`config.mk`:
```
export PLATFORM = sky130hd
export DESIGN_NAME = branch_resolve_unit
export DESIGN_NICKNAME = d
export VERILOG_FILES = /design/src/rtl/branch_resolve_unit.sv
export SDC_FILE = /design/constraint.sdc
export NUM_CORES = 1
export LEC_CHECK = 0
export CAP_MARGIN = 15
export CORE_ASPECT_RATIO = 0.5
export CORE_MARGIN = 3
export CORE_UTILIZATION = 35
export CTS_CLUSTER_SIZE = 30
export DETAILED_ROUTE_END_ITERATION = 12
export PLACE_DENSITY = 0.6
export SYNTH_ARGS = -nofsm -noshare
export SYNTH_HDL_FRONTEND = slang
export SYNTH_SLANG_ARGS = --single-unit
```
`constraint.sdc`:
```
create_clock -name CLK -period 5.18 [get_ports CLK]
set_clock_uncertainty 0.1 [all_clocks]
set_input_delay 1.036 -clock CLK [delete_from_list [all_inputs] [get_ports CLK]]
set_output_delay 1.036 -clock CLK [all_outputs]
set_load 0.03 [all_outputs]
```
`src/rtl/branch_resolve_unit.sv`:
```
// In-order branch resolve queue: holds fetch predictions and emits predictor updates on resolve.
// Optional statistics counters are enabled by defining BRU_STATS_EN.
module branch_resolve_unit #(
    parameter int DEPTH = 8,
    parameter int PTR_W = 3,
    parameter int CNT_W = 32
) (
    input  logic             CLK,
    input  logic             RESET,
    input  logic             pred_valid,
    input  logic [31:0]      pred_addr,
    input  logic             pred_taken,
    output logic             pred_ready,
    input  logic             res_valid,
    input  logic             res_taken,
    input  logic             flush,
    output logic             Branch_resolved,
    output logic [31:0]      Branch_addr_OUT,
    output logic             mispredict,
    output logic [PTR_W:0]   count,
    output logic             err_overflow,
    output logic             err_underflow
`ifdef BRU_STATS_EN
    ,
    output logic [CNT_W-1:0] stat_branches,
    output logic [CNT_W-1:0] stat_mispredicts
`endif
);

    // Handshake: a prediction transfers on a rising edge where pred_valid && pred_ready;
    // pred_ready depends only on the current occupancy, never on same-cycle pops.
    localparam logic [PTR_W:0] FULL_CNT = (PTR_W+1)'(DEPTH);
    localparam logic [PTR_W:0] CNT_ONE  = (PTR_W+1)'(1);
    localparam logic [PTR_W-1:0] PTR_ONE = PTR_W'(1);

    logic [31:0]      mem_addr  [DEPTH];
    logic             mem_taken [DEPTH];
    logic [PTR_W-1:0] rd_ptr;
    logic [PTR_W-1:0] wr_ptr;

    logic full;
    logic empty;
    logic do_pop;
    logic wrong;
    logic do_push;
    logic overflow_hit;
    logic underflow_hit;

    always_comb begin
        full          = (count == FULL_CNT);
        empty         = (count == '0);
        pred_ready    = !full;
        do_pop        = !flush && res_valid && !empty;
        wrong         = do_pop && (res_taken != mem_taken[rd_ptr]);
        // A mispredict makes anything pushed this cycle wrong-path as well.
        do_push       = !flush && pred_valid && !full && (pred_addr != 32'd0) && !wrong;
        overflow_hit  = !flush && pred_valid && full && (pred_addr != 32'd0);
        underflow_hit = !flush && res_valid && empty;
    end

    always_ff @(posedge CLK) begin
        if (do_push) begin
            mem_addr[wr_ptr]  <= pred_addr;
            mem_taken[wr_ptr] <= pred_taken;
        end
    end

    always_ff @(posedge CLK or negedge RESET) begin
        if (!RESET) begin
            rd_ptr <= '0;
            wr_ptr <= '0;
            count  <= '0;
        end else if (flush || wrong) begin
            rd_ptr <= '0;
            wr_ptr <= '0;
            count  <= '0;
        end else begin
            if (do_push) wr_ptr <= wr_ptr + PTR_ONE;
            if (do_pop)  rd_ptr <= rd_ptr + PTR_ONE;
            case ({do_push, do_pop})
                2'b10:   count <= count + CNT_ONE;
                2'b01:   count <= count - CNT_ONE;
                default: count <= count;
            endcase
        end
    end

    // Update outputs are single-cycle: zero unless a pop happened on the last edge.
    always_ff @(posedge CLK or negedge RESET) begin
        if (!RESET) begin
            Branch_addr_OUT <= '0;
            Branch_resolved <= 1'b0;
            mispredict      <= 1'b0;
            err_overflow    <= 1'b0;
            err_underflow   <= 1'b0;
        end else begin
            Branch_addr_OUT <= do_pop ? mem_addr[rd_ptr] : 32'd0;
            Branch_resolved <= do_pop && res_taken;
            mispredict      <= wrong;
            if (overflow_hit)  err_overflow  <= 1'b1;
            if (underflow_hit) err_underflow <= 1'b1;
        end
    end

`ifdef BRU_STATS_EN
    localparam logic [CNT_W-1:0] STAT_ONE = CNT_W'(1);

    always_ff @(posedge CLK or negedge RESET) begin
        if (!RESET) begin
            stat_branches    <= '0;
            stat_mispredicts <= '0;
        end else begin
            if (do_pop && (stat_branches != '1))
                stat_branches <= stat_branches + STAT_ONE;
            if (wrong && (stat_mispredicts != '1))
                stat_mispredicts <= stat_mispredicts + STAT_ONE;
        end
    end
`endif

endmodule

```
# Word-level counts from Yosys, hierarchy flattened
# Memory sizes are Yosys's and may differ from the RTL's.
# Cells that the tools add are included.
dict set report word_totals {
  register_bits 46
  ramBits 264
  input_bits 39
  out_inout_bits 41
  wordCells 48
  memories 2
}
dict set report op_classes {
  n_addsub 4
  n_eq_ne 4
  n_mux 9
  reduce_logical 21
}
# memory depth word_bits read_ports rd_clocked_by_memory_dff wr line
set mem_list {}
lappend mem_list {mem_addr 8 32 1 0 1 36} ;# logic [31:0] mem_addr [DEPTH];
lappend mem_list {mem_taken 8 1 1 0 1 37} ;# logic mem_taken [DEPTH];
# op n
set op_table {}
lappend op_table {{32-bit two-way mux} 1}
lappend op_table {{32-bit nonzero test} 1}
lappend op_table {{3-bit two-way mux} 4}
lappend op_table {{1-bit logical AND} 11}
lappend op_table {{4-bit one-hot mux with 2 select lines} 1}
lappend op_table {{3-bit by 1-bit adder with 3-bit output (second input constant)} 2}
lappend op_table {{4-bit by 1-bit adder with 4-bit output (second input constant)} 1}
lappend op_table {{4-bit == test (second input constant)} 1}
lappend op_table {{1-bit logical NOT} 4}
lappend op_table {{4-bit logical NOT} 1}
lappend op_table {{4-bit two-way mux} 1}
lappend op_table {{2-bit nonzero test} 2}
lappend op_table {{4-bit by 1-bit subtractor with 4-bit output (second input constant)} 1}
lappend op_table {{3-bit nonzero test} 1}
lappend op_table {{2-bit by 1-bit == test with 1-bit output (second input constant)} 1}
lappend op_table {{2-bit == test (second input constant)} 1}
lappend op_table {{1-bit two-way mux} 2}
lappend op_table {{1-bit logical OR} 1}
lappend op_table {{1-bit inequality test} 1}

# Logic depth before layout (Yosys ltp)
# Gate-level depths: netlist of run 1.
dict set report depth {
  word_depth 9
  mapped_depth 12
  depth_no_buf 11
}

# Least setup slack after synthesis of run 1
# No wires, ideal clock.
dict set report synth_timing {
  kind {input -> register}
  start {in flush}
  end {mem mem_addr[1][0] (enable)}
  setup_ns 0.518
  arrival_ns 5.250
  required_ns 4.562
  slack_ns -0.688
  stages 5
  n_path_buf 0
  cell_sequence {nand2b_1 nor2_1 o21ai_0 o21bai_2 nor4b_1}
}
dict set report synth_via {
  elab_chain_len 8
  elab_cells_between_ends 11
  cone_classes {mux: 2; reduce/logical: 9}
}
# item line
set synth_lines {}
lappend synth_lines {{start: declaration} 16} ;# input logic flush,
lappend synth_lines {{1-bit logical NOT (*)} {53, 56}}
lappend synth_lines {{1-bit logical AND (2 in series)} 53} ;# do_pop = !flush && res_valid && !empty;
lappend synth_lines {{1-bit logical AND} 54} ;# wrong = do_pop && (res_taken != mem_taken[rd_ptr]);
lappend synth_lines {{1-bit logical NOT} 56} ;# do_push = !flush && pred_valid && !full && (pred_addr != 32'd0) && !wrong;
lappend synth_lines {{1-bit logical AND (*)} 56}
lappend synth_lines {{1-bit two-way mux (*)} 62} ;# if (do_push) begin
lappend synth_lines {{1-bit two-way mux (implied by the code) (*)} 63} ;# mem_addr[wr_ptr] <= pred_addr;
lappend synth_lines {{end: declaration} 36}
# Mark *: on every way between the ends. The rest lies on a longest branch, timed or not.

# Worst setup path in the final report of run 1
dict set report layout_timing {
  start {in pred_addr[19]}
  end {reg count[3]}
}
dict set report layout_via {
  elab_chain_len 6
  elab_cells_between_ends 8
  cone_classes {eq/ne: 2; mux: 2; reduce/logical: 4}
}
# item line
set layout_lines {}
lappend layout_lines {{start: declaration} 11} ;# input logic [31:0] pred_addr,
lappend layout_lines {{32-bit nonzero test (*)} 56}
lappend layout_lines {{1-bit logical AND (*) (2 in series)} 56}
lappend layout_lines {{2-bit by 1-bit == test with 1-bit output or 2-bit == test (tied branches)} 80} ;# case ({do_push, do_pop})
lappend layout_lines {{4-bit one-hot mux with 2 select lines} 80}
lappend layout_lines {{4-bit two-way mux} 73} ;# end else if (flush || wrong) begin
lappend layout_lines {{end signal: assignment} 81} ;# 2'b10: count <= count + CNT_ONE;
lappend layout_lines {{end signal: assignment} 82} ;# 2'b01: count <= count - CNT_ONE;
lappend layout_lines {{end signal: assignment} 83} ;# default: count <= count;
lappend layout_lines {{end: declaration} 20} ;# output logic [PTR_W:0] count,
# Marked as above.
# A chain may end at the register's enable or synchronous reset.

==> impl_summary.md, run 1 <==
GRT
The via count of the first global-routing pass is 5964. For this run, the total global-route usage over all layers was measured as 0.135. Entering global routing, the biggest net connects 67 pins.

The first global-routing pass estimated 36600 µm of wire. The initial antenna violation count is 0. The total overflow reported by the global router is 0.

Clocking
In this run the number of H-tree levels came out at 1. The clock passes through at most 3 buffers. After clock tree synthesis, the flow added hold-fix buffers numbering 0. Clock-pin slew was measured on the worst setup and hold paths at 0.06 ns. The number of clock buffers inserted by TritonCTS is 30. The count of cells resized by post-cts repair is 0. The tree built by TritonCTS fans out to 310 sinks. TritonCTS built the clock tree. The clock latency on the worst-skew pair is 0.53 ns. Post-CTS timing repair inserted 0 buffers for setup. The cell sitting at the root of the clock tree is a sky130_fd_sc_hd__clkbuf_16.

Final layout
The final net count is ~690. The repair_antennas step left the layout with diodes totalling 0. The count of filler cells inserted in the layout is ~2.8k. Compared with the post-synthesis result, the final layout area differs by 21.5%. The ratio of cells with drive above 1 in the final layout is 0.216.

For this run, the share of the core covered by cells in the final layout is 0.439.

Pwr
The internal power consumption is 4320 µW. The net switching power of the design is 1120 µW. The highest ir drop seen on vdd is ~240 µV. Summed over all cells, the static leakage comes to 0.00457 µW. The clock share of power is 0.419. Of the total power, combinational logic draws 0.070. Of the total power, the share spent switching nets is 0.206. The power density over the cells is 384 nW/µm². The part of the power in registers is 0.512.

Status
The run finished with clean final reports.

STA
Setup repair after global routing left no endpoint under its margin. The count of final setup violators is 0. The final clock period utilization by the worst path is 0.801. The number of hold-slack violations in the final timing report is 0. The final number of max-transition violations is 0.

In the final timing run, aggregate negative setup slack is 0 ns. The transition time at the pin with the least slew margin is 1.07 ns. The headroom to the max-slew limit is 0.282. The worst setup slack after layout is about 1.0 ns. For this run, the top clock speed supported by timing is 241 MHz. Subtracting the final worst setup slack from the clock period gives about 4.1 ns.

Detailed routing
The number of detailed-route iterations in the first pass is 8. The number of design-rule violations left by the first detailed-router iteration is 409. The detail-routed via count per cell is 4.96. For this block, the via count after detailed routing is approximately 5.5k. Summed over all layers, the routed wires come to 23700 µm. The per-cell routed wire length is 21.5 µm. The number of antenna-violating nets in the routed design is 0.

After detailed routing, the number of remaining DRC violations is 0.

Worst setup path
The termination of the worst setup path is count[3]. The critical path starts at pred_addr[19]. The nature of the critical path endpoint is a flip-flop. Data arrives at the worst endpoint at roughly 4.5 ns.

The worst register-to-register path ends at mem_addr[4][10]. The path depth of the worst reg2reg path is 6. In this run the register-to-register setup slack is between 1.5 and 2 ns.

The largest incremental delay on the critical path is 0.59 ns. The startpoint identified for the worst register-to-register timing path is rd_ptr[0]. Traced cell by cell, the critical path runs through clkdlybuf4s50_1 > nor4_1 > nand4_1 > o21ai_0 > o21bai_2 > ha_1 > ha_1 > a21o_1 > a21oi_1 > xor2_1 > or3_1 > a21oi_1.

The worst setup path is launched from a primary input. The worst endpoint required time is around 5.5 ns. The maximum fanout along the worst path is 9. The category of the critical setup timing path is primary input to flip-flop.

The slowest cell on the critical path is sky130_fd_sc_hd__nor4_1.

Synth
The mean post-synth cell area is ~21 µm². Synthesis handed over a netlist of 542 instances. The number of synthesized register bits is 310. Yosys printed 0 warnings. After synthesis, the netlist uses 35 different library cells. The net count after synthesis is 587. The sequential fraction of the synthesis area is 0.780. After synthesis the cells add up to approximately 12000 µm².

Job
The tool flagged a number of max-cap violations equal to 0.

Placed design
The routability congestion estimate is between 0.6 and 0.7. During placement, the flow inserted port buffers numbering around 80. Prior to clock tree synthesis, the placed netlist has a worst setup slack of 0.431 ns. Summed over all nets, the half-perimeter wirelength after detailed placement is between 10000 and 15000 µm.

Min path
The worst hold path belongs to the class flip-flop to flip-flop.

Floorplan
The initial core utilization is 0.361. The region available for standard cell placement spans 32200 µm². The number of ports placed on the die boundary is 80. The die extent in x is 264 µm. The row count is 46. The total die area is around 36000 µm².

Measured along the y axis, the die boundary spans roughly 130 µm.
cell usage in the layout, fill, tap and decap left out, types with 2 or more instances in the layout:
cell type                         count
sky130_fd_sc_hd__a21oi_1              4
sky130_fd_sc_hd__and2_1               2
sky130_fd_sc_hd__buf_12               2
sky130_fd_sc_hd__buf_4               18
sky130_fd_sc_hd__bufinv_16            6
sky130_fd_sc_hd__clkbuf_1             4
sky130_fd_sc_hd__clkbuf_16           31
sky130_fd_sc_hd__clkdlybuf4s50_1     78
sky130_fd_sc_hd__clkinv_1             8
sky130_fd_sc_hd__clkinv_2             5
sky130_fd_sc_hd__dfrtp_1             43
sky130_fd_sc_hd__dfrtp_2              2
sky130_fd_sc_hd__edfxtp_1           264
sky130_fd_sc_hd__ha_1                 5
sky130_fd_sc_hd__inv_1                5
sky130_fd_sc_hd__mux2i_1             38
sky130_fd_sc_hd__mux4_2              65
sky130_fd_sc_hd__nand2_1              2
sky130_fd_sc_hd__nand3b_1             2
sky130_fd_sc_hd__nand4_1              2
sky130_fd_sc_hd__nor2_1              43
sky130_fd_sc_hd__nor2_4               2
sky130_fd_sc_hd__nor4_1               9
sky130_fd_sc_hd__nor4b_2              2
sky130_fd_sc_hd__o21ai_0              3
sky130_fd_sc_hd__or3_1                2
sky130_fd_sc_hd__xor2_1               4
cell families after synthesis:
logic type / synth area share
flip-flops: 0.780
multiplexers: 0.159
AO/OA/AOI/OAI: 0.00752
adder cells (fa/ha/maj): 0.00709
buffers and inverters: 0.0109
AND/OR/NAND/NOR: 0.0303
XOR/XNOR: 0.00516
Yosys cell counts:
master	number	area share
sky130_fd_sc_hd__o21bai_2	1	0.00097
sky130_fd_sc_hd__fa_1	1	0.0017
sky130_fd_sc_hd__a31o_2	1	0.00075
sky130_fd_sc_hd__a21o_1	1	0.00064
sky130_fd_sc_hd__nor3_1	1	0.00043
sky130_fd_sc_hd__mux4_2	65	0.13
sky130_fd_sc_hd__o21ai_0	3	0.0013
sky130_fd_sc_hd__edfxtp_1	264	0.68
sky130_fd_sc_hd__a21oi_1	4	0.0017
sky130_fd_sc_hd__nand2_1	2	0.00064
sky130_fd_sc_hd__nand2b_1	1	0.00054
sky130_fd_sc_hd__xor2_1	4	0.0030
sky130_fd_sc_hd__nand3b_1	2	0.0013
sky130_fd_sc_hd__buf_4	1	0.00064
sky130_fd_sc_hd__a22o_1	1	0.00075
sky130_fd_sc_hd__inv_1	5	0.0016
sky130_fd_sc_hd__xnor2_1	1	0.00075
sky130_fd_sc_hd__nor4bb_1	1	0.00086
sky130_fd_sc_hd__buf_1	8	0.0026
sky130_fd_sc_hd__nand4_1	2	0.0011
sky130_fd_sc_hd__xor2_2	1	0.0014
sky130_fd_sc_hd__or3_1	2	0.0011
sky130_fd_sc_hd__o21ai_2	1	0.00075
sky130_fd_sc_hd__mux2_2	1	0.00097
sky130_fd_sc_hd__dfrtp_1	46	0.099
sky130_fd_sc_hd__nor2_1	45	0.015
sky130_fd_sc_hd__buf_2	8	0.0034
sky130_fd_sc_hd__nor4_1	10	0.0054
sky130_fd_sc_hd__o31ai_1	1	0.00064
sky130_fd_sc_hd__ha_1	5	0.0054
sky130_fd_sc_hd__mux2i_1	38	0.033
sky130_fd_sc_hd__nand3_1	1	0.00043
sky130_fd_sc_hd__nor4b_1	4	0.0030
sky130_fd_sc_hd__and2_1	2	0.0011
sky130_fd_sc_hd__clkbuf_1	8	0.0026
power groups by stage:
| stage | Clock [µW] | Combinational (µW) | Sequential [µW] |
|---|---|---|---|
| detailed placement | 0 | 390 | 2830 |
| global route | 2430 | 413 | 2780 |
| global placement | 0 | 386 | 2830 |
| finish | 2280 | 379 | 2780 |
| CTS | 2330 | 390 | 2780 |
| floorplan | 0 | 194 | 2860 |
sequential cells by signal, indices dropped and copies added (netlist names):
register / count
err_underflow: 1
mem_addr: 256
mem_taken: 8
Branch_addr_OUT: 32
count: 4
Branch_resolved: 1
rd_ptr: 3
err_overflow: 1
mispredict: 1
wr_ptr: 3
routing by layer:
layer,GRT usage,vias up,part of all wire
li1,-,2419,-
met1,0.184,2942,0.44
met2,0.234,84,0.51
met3,0.0202,29,0.035
met4,0.0243,0,0.014
met5,0,-,0
worst min-delay path by stage:
stage / cells after the start / endpoint / slack [ns] / start
6_report: 1 / err_underflow / 0.37 / err_underflow
4_1_cts: 1 / err_underflow / 0.38 / err_underflow
3_3_place_gp: 2 / err_overflow / 0.35 / err_overflow
5_1_grt: 1 / err_underflow / 0.39 / err_underflow
3_5_place_dp: 1 / err_underflow / 0.36 / err_underflow
2_1_floorplan: 2 / rd_ptr[1] / 0.49 / rd_ptr[0]
stage by stage:
step / std cells / power (µW) / hold WS, ns / area [µm²]
after floorplan: 542 / 3060 / 0.490 / 11600
after global placement: 1048 / 3220 / 0.350 / 13100
after detailed placement: 1048 / 3220 / 0.364 / 13100
after CTS: 1103 / 5500 / 0.377 / 14100
after global routing: 1103 / 5630 / 0.387 / 14100
final: 1103 / 5440 / 0.375 / 14100
worst max-delay path: cells and delay by family:
| family | cells | cell delay, ns |
|---|---|---|
| and+or+nand+nor | 3 | 1.23 |
| AOI/OAI and AO/OA | 5 | 1.03 |
| adders and majority gates | 2 | 0.57 |
| buffers and inverters | 1 | 0.56 |
| xor gates and xnor gates | 1 | 0.09 |
final cells by class:
class | count | area (µm²) | share of cell area
Sequential cell | 310 | 9080 | 0.642
Clock inverter | 20 | 246 | 0.0174
Timing Repair Buffer | 99 | 961 | 0.0679
Tap cell | 432 | 541 | 0.0382
Clock buffer | 35 | 791 | 0.0559
Inverter | 5 | 18.8 | 0.00133
Multi-Input combinational cell | 202 | 2510 | 0.177
No activity file was read; power rests on OpenSTA's default activity.
==> run 2, diff against run 1 <==
clock period = 3.5 ns   (was 5.18 ns; I/O delays follow)
==> run 2 against run 1 <==
Net effect:
- register-to-register slack got worse by 1.3 ns
- sequential share of layout area decreased by 2.6 points
- routed wire length grew 1.9%
- sequential cell count unchanged
- sequential power up 48%
- cell count up 4.9%
- critical path type unchanged
==> impl_summary.md, run 2 (synthesis results as in run 1) <==
Worst setup path
For the worst setup path, the data arrival time is 3.71 ns. By startpoint and endpoint, the worst setup path is classified as primary input to flip-flop. The startpoint identified for the worst register-to-register timing path is rd_ptr[0]. The largest incremental delay on the critical path is 0.43 ns. At the worst endpoint, the required time is 3.87 ns. The path depth of the worst reg2reg path is 11. The startpoint kind of the worst setup timing path is a primary input. The endpoint of the most critical register-to-register path is count[3]. The critical path goes through clkdlybuf4s50_1 > nor4_1 > buf_4 > nand4_1 > buf_4 > o21ai_1 > o21bai_2 > ha_1 > ha_1 > a21o_1 > a21oi_1 > xor2_1 > or3_1 > a21oi_1. In this run the register-to-register setup slack is 0.31 ns. The slowest cell on the critical path is sky130_fd_sc_hd__clkdlybuf4s50_1. Of all nets on the critical path, the largest fanout is 2.

The nature of the critical path endpoint is a flip-flop.

Floorplan
The floorplan step defined a core boundary enclosing roughly 32000 µm². The initial utilization of the core area, before any placement, comes to 0.361. The die extent in x is 264 µm. The row count is 46. In this run the count of I/O pins placed on the die edge is 80. The total die area is 35600 µm².

Measured along the y axis, the die boundary spans roughly 130 µm.

Pwr
Across the VDD grid, the largest voltage drop is 316 µV. The total power of the final layout is 7980 µW. Power spread over the standard cell area amounts to 541 nW/µm². For this design the static power due to leakage is approximately 0.0049 µW.

Final layout
The number of antenna diodes in the final layout is 0. The largest registers in the layout are mem_addr (256), Branch_addr_OUT (32), mem_taken (8). For this run, the post-layout net count is 747. The count of filler cells inserted in the layout is 2690. The most frequent standard cell in the layout excluding fill and tap cells is sky130_fd_sc_hd__edfxtp_1. Leaving out filler cells and counting taps, the final layout contains ~1.2k. The layout overhead on the synthesized area is 26.6%. Of the cells placed in the final design, the portion with a size suffix greater than 1 is 0.283.

The register with the most flip-flops in the final layout is mem_addr. The flip-flop count of the largest register, all copies and words added is 256. In the layout the commonest cells are sky130_fd_sc_hd__edfxtp_1, sky130_fd_sc_hd__clkdlybuf4s50_1, sky130_fd_sc_hd__mux4_2.

Min path
The path class of the tightest hold or removal check is primary input to async pin.

Detailed routing
The post-route DRC violation count is 0. The number of vias in the routed layout is about 5.6k. After detailed routing, the average wire length per cell comes to 20.8 µm. The detail route stage leaves a number of antenna-violating nets equal to 0. Dividing the detail-routed via count by the number of cells gives 4.83.

The number of design-rule violations left by the first detailed-router iteration is 365. The final routed wirelength across all metal layers is roughly 24000 µm. The number of detailed-route iterations in the first pass is 4.

Clocking
The number of H-tree levels is 1. The hold-fix buffer count after cts is 0. The register clock-pin slew on the reported worst setup and hold paths is about 0.060 ns. The total clock sinks is 310. The CTS tree is done. The number of clock buffers inserted by TritonCTS is 29. The number of setup buffers added after CTS is 0.

The master cell of the clock root buffer is sky130_fd_sc_hd__clkbuf_16. No sink is reached through more buffers than the 3 on the longest clock path. The clock latency on the worst-skew pair is 0.56 ns.

GRT
The total overflow reported by the global router is 0. The global-route met2 utilization is 0.245. The met3 capacity usage during global routing is 0.0244.

The global-route wire length before repair is 37600 µm. The pin count of the biggest net entering global routing is 67. In the global route stage, overall resource usage came out at 0.139.

The fraction of met1 tracks used by global routing is 0.184. The via count of the first global-routing pass is 6090. The initial antenna violation count is 0. After global routing, the most crowded layer is met2.

Status
The run finished with clean final reports.

STA
In the post-route analysis, the smallest setup slack over all paths is 0.161 ns. The final-layout setup total negative slack is 0 ns. Setup repair after global routing left no endpoint under its margin. The final number of max-transition violations is 0. The transition time at the pin with the least slew margin is 1.00 ns. Based on the critical path, the design can be clocked at up to 299 MHz. Setup violations remaining at the end of the flow were counted as 0. The number of hold-slack violations in the final timing report is 0.

Headroom to the max-slew limit came out at 0.331. In the finished design, the share of the clock period the worst path needs comes to 0.954. The clock period minus final worst setup slack is ~3.3 ns.

Placed design
The worst slack at placement is -0.566 ns. The routability congestion estimate is slightly above 0.7. Port buffering added 79 buffers. After legalization and detailed placement, the total HPWL measured 14600 µm. Once placement completed, the tool counted placed cells totaling 1103.

Job
Across the run, the number of max-cap violations was 0.
==> run 2: cell types whose count changed in the layout (fill, tap and decap cells not counted), moves of 2 or more <==
cell,change
sky130_fd_sc_hd__nor4_1,-4
sky130_fd_sc_hd__nor4_4,+3
sky130_fd_sc_hd__clkbuf_16,-2
sky130_fd_sc_hd__buf_4,+43
sky130_fd_sc_hd__buf_12,+12
sky130_fd_sc_hd__clkinvlp_4,+2
sky130_fd_sc_hd__nor4b_4,+2
sky130_fd_sc_hd__clkinv_1,-3
sky130_fd_sc_hd__nor4b_2,-2
==> run 2: cell type report <==
type / count / area [µm²] / share of cell area
tap: 432 / 541 / 0.0367
clock inverter: 20 / 243 / 0.0165
inverter: 5 / 18.8 / 0.00127
timing repair buffer: 154 / 1530 / 0.104
clock buffer: 34 / 744 / 0.0505
multi-input combinational: 202 / 2580 / 0.175
sequential: 310 / 9080 / 0.616
==> run 2: stage by stage <==
step | hold slack [ns] | area [µm²] | utilization
3_5_place_dp | 0.357 | 13700 | 0.425
3_3_place_gp | 0.351 | 13700 | 0.425
6_report | 0.116 | 14700 | 0.457
2_1_floorplan | 0.304 | 11700 | -
5_1_grt | 0.157 | 14700 | 0.457
4_1_cts | 0.123 | 14700 | 0.456
==> run 2: layer usage <==
layer	vias to the layer above	share of wire	routed length (µm)
met1	2965	0.44	10600
met2	71	0.52	12400
li1	2522	-	-
met5	-	0	0
met3	36	0.030	721
met4	0	0.017	401
==> run 2: worst max-delay path by stage <==
| stage | from | endpoint | slack (ns) | cells past startpoint |
|---|---|---|---|---|
| finish | pred_addr[19] | count[3] | 0.16 | 14 |
| global route | pred_addr[24] | count[3] | 0.01 | 14 |
| CTS | pred_addr[25] | count[3] | 0.03 | 14 |
| detailed placement | pred_addr[23] | count[3] | -0.57 | 13 |
| global placement | pred_addr[23] | count[3] | -0.45 | 13 |
| floorplan | rd_ptr[0] | mem_addr[1][0] | -0.52 | 6 |
==> run 2: where the power goes <==
group / leakage [µW] / internal, µW / switching (µW)
sequential: 0.00301 / 4080 / 43.0
combinational: 0.00138 / 303 / 318
clock: 0.000479 / 1900 / 1340
total: 0.00486 / 6280 / 1700
==> run 2: what timing repair did <==
item                                   in CTS  in global routing
endpoints found under the hold margin       0                  0
gates cloned                                0                  0
gates resized for setup                     1                  7
pin swaps                                   0                  2
setup endpoints to repair                   1                  1
==> run 2: critical path, delay by kind of cell <==
kind | cells | cell delay, ns
compound gates | 5 | 0.82
xor+xnor | 1 | 0.11
fa+ha+maj | 2 | 0.44
buf+inv | 3 | 0.82
simple gates | 3 | 0.81
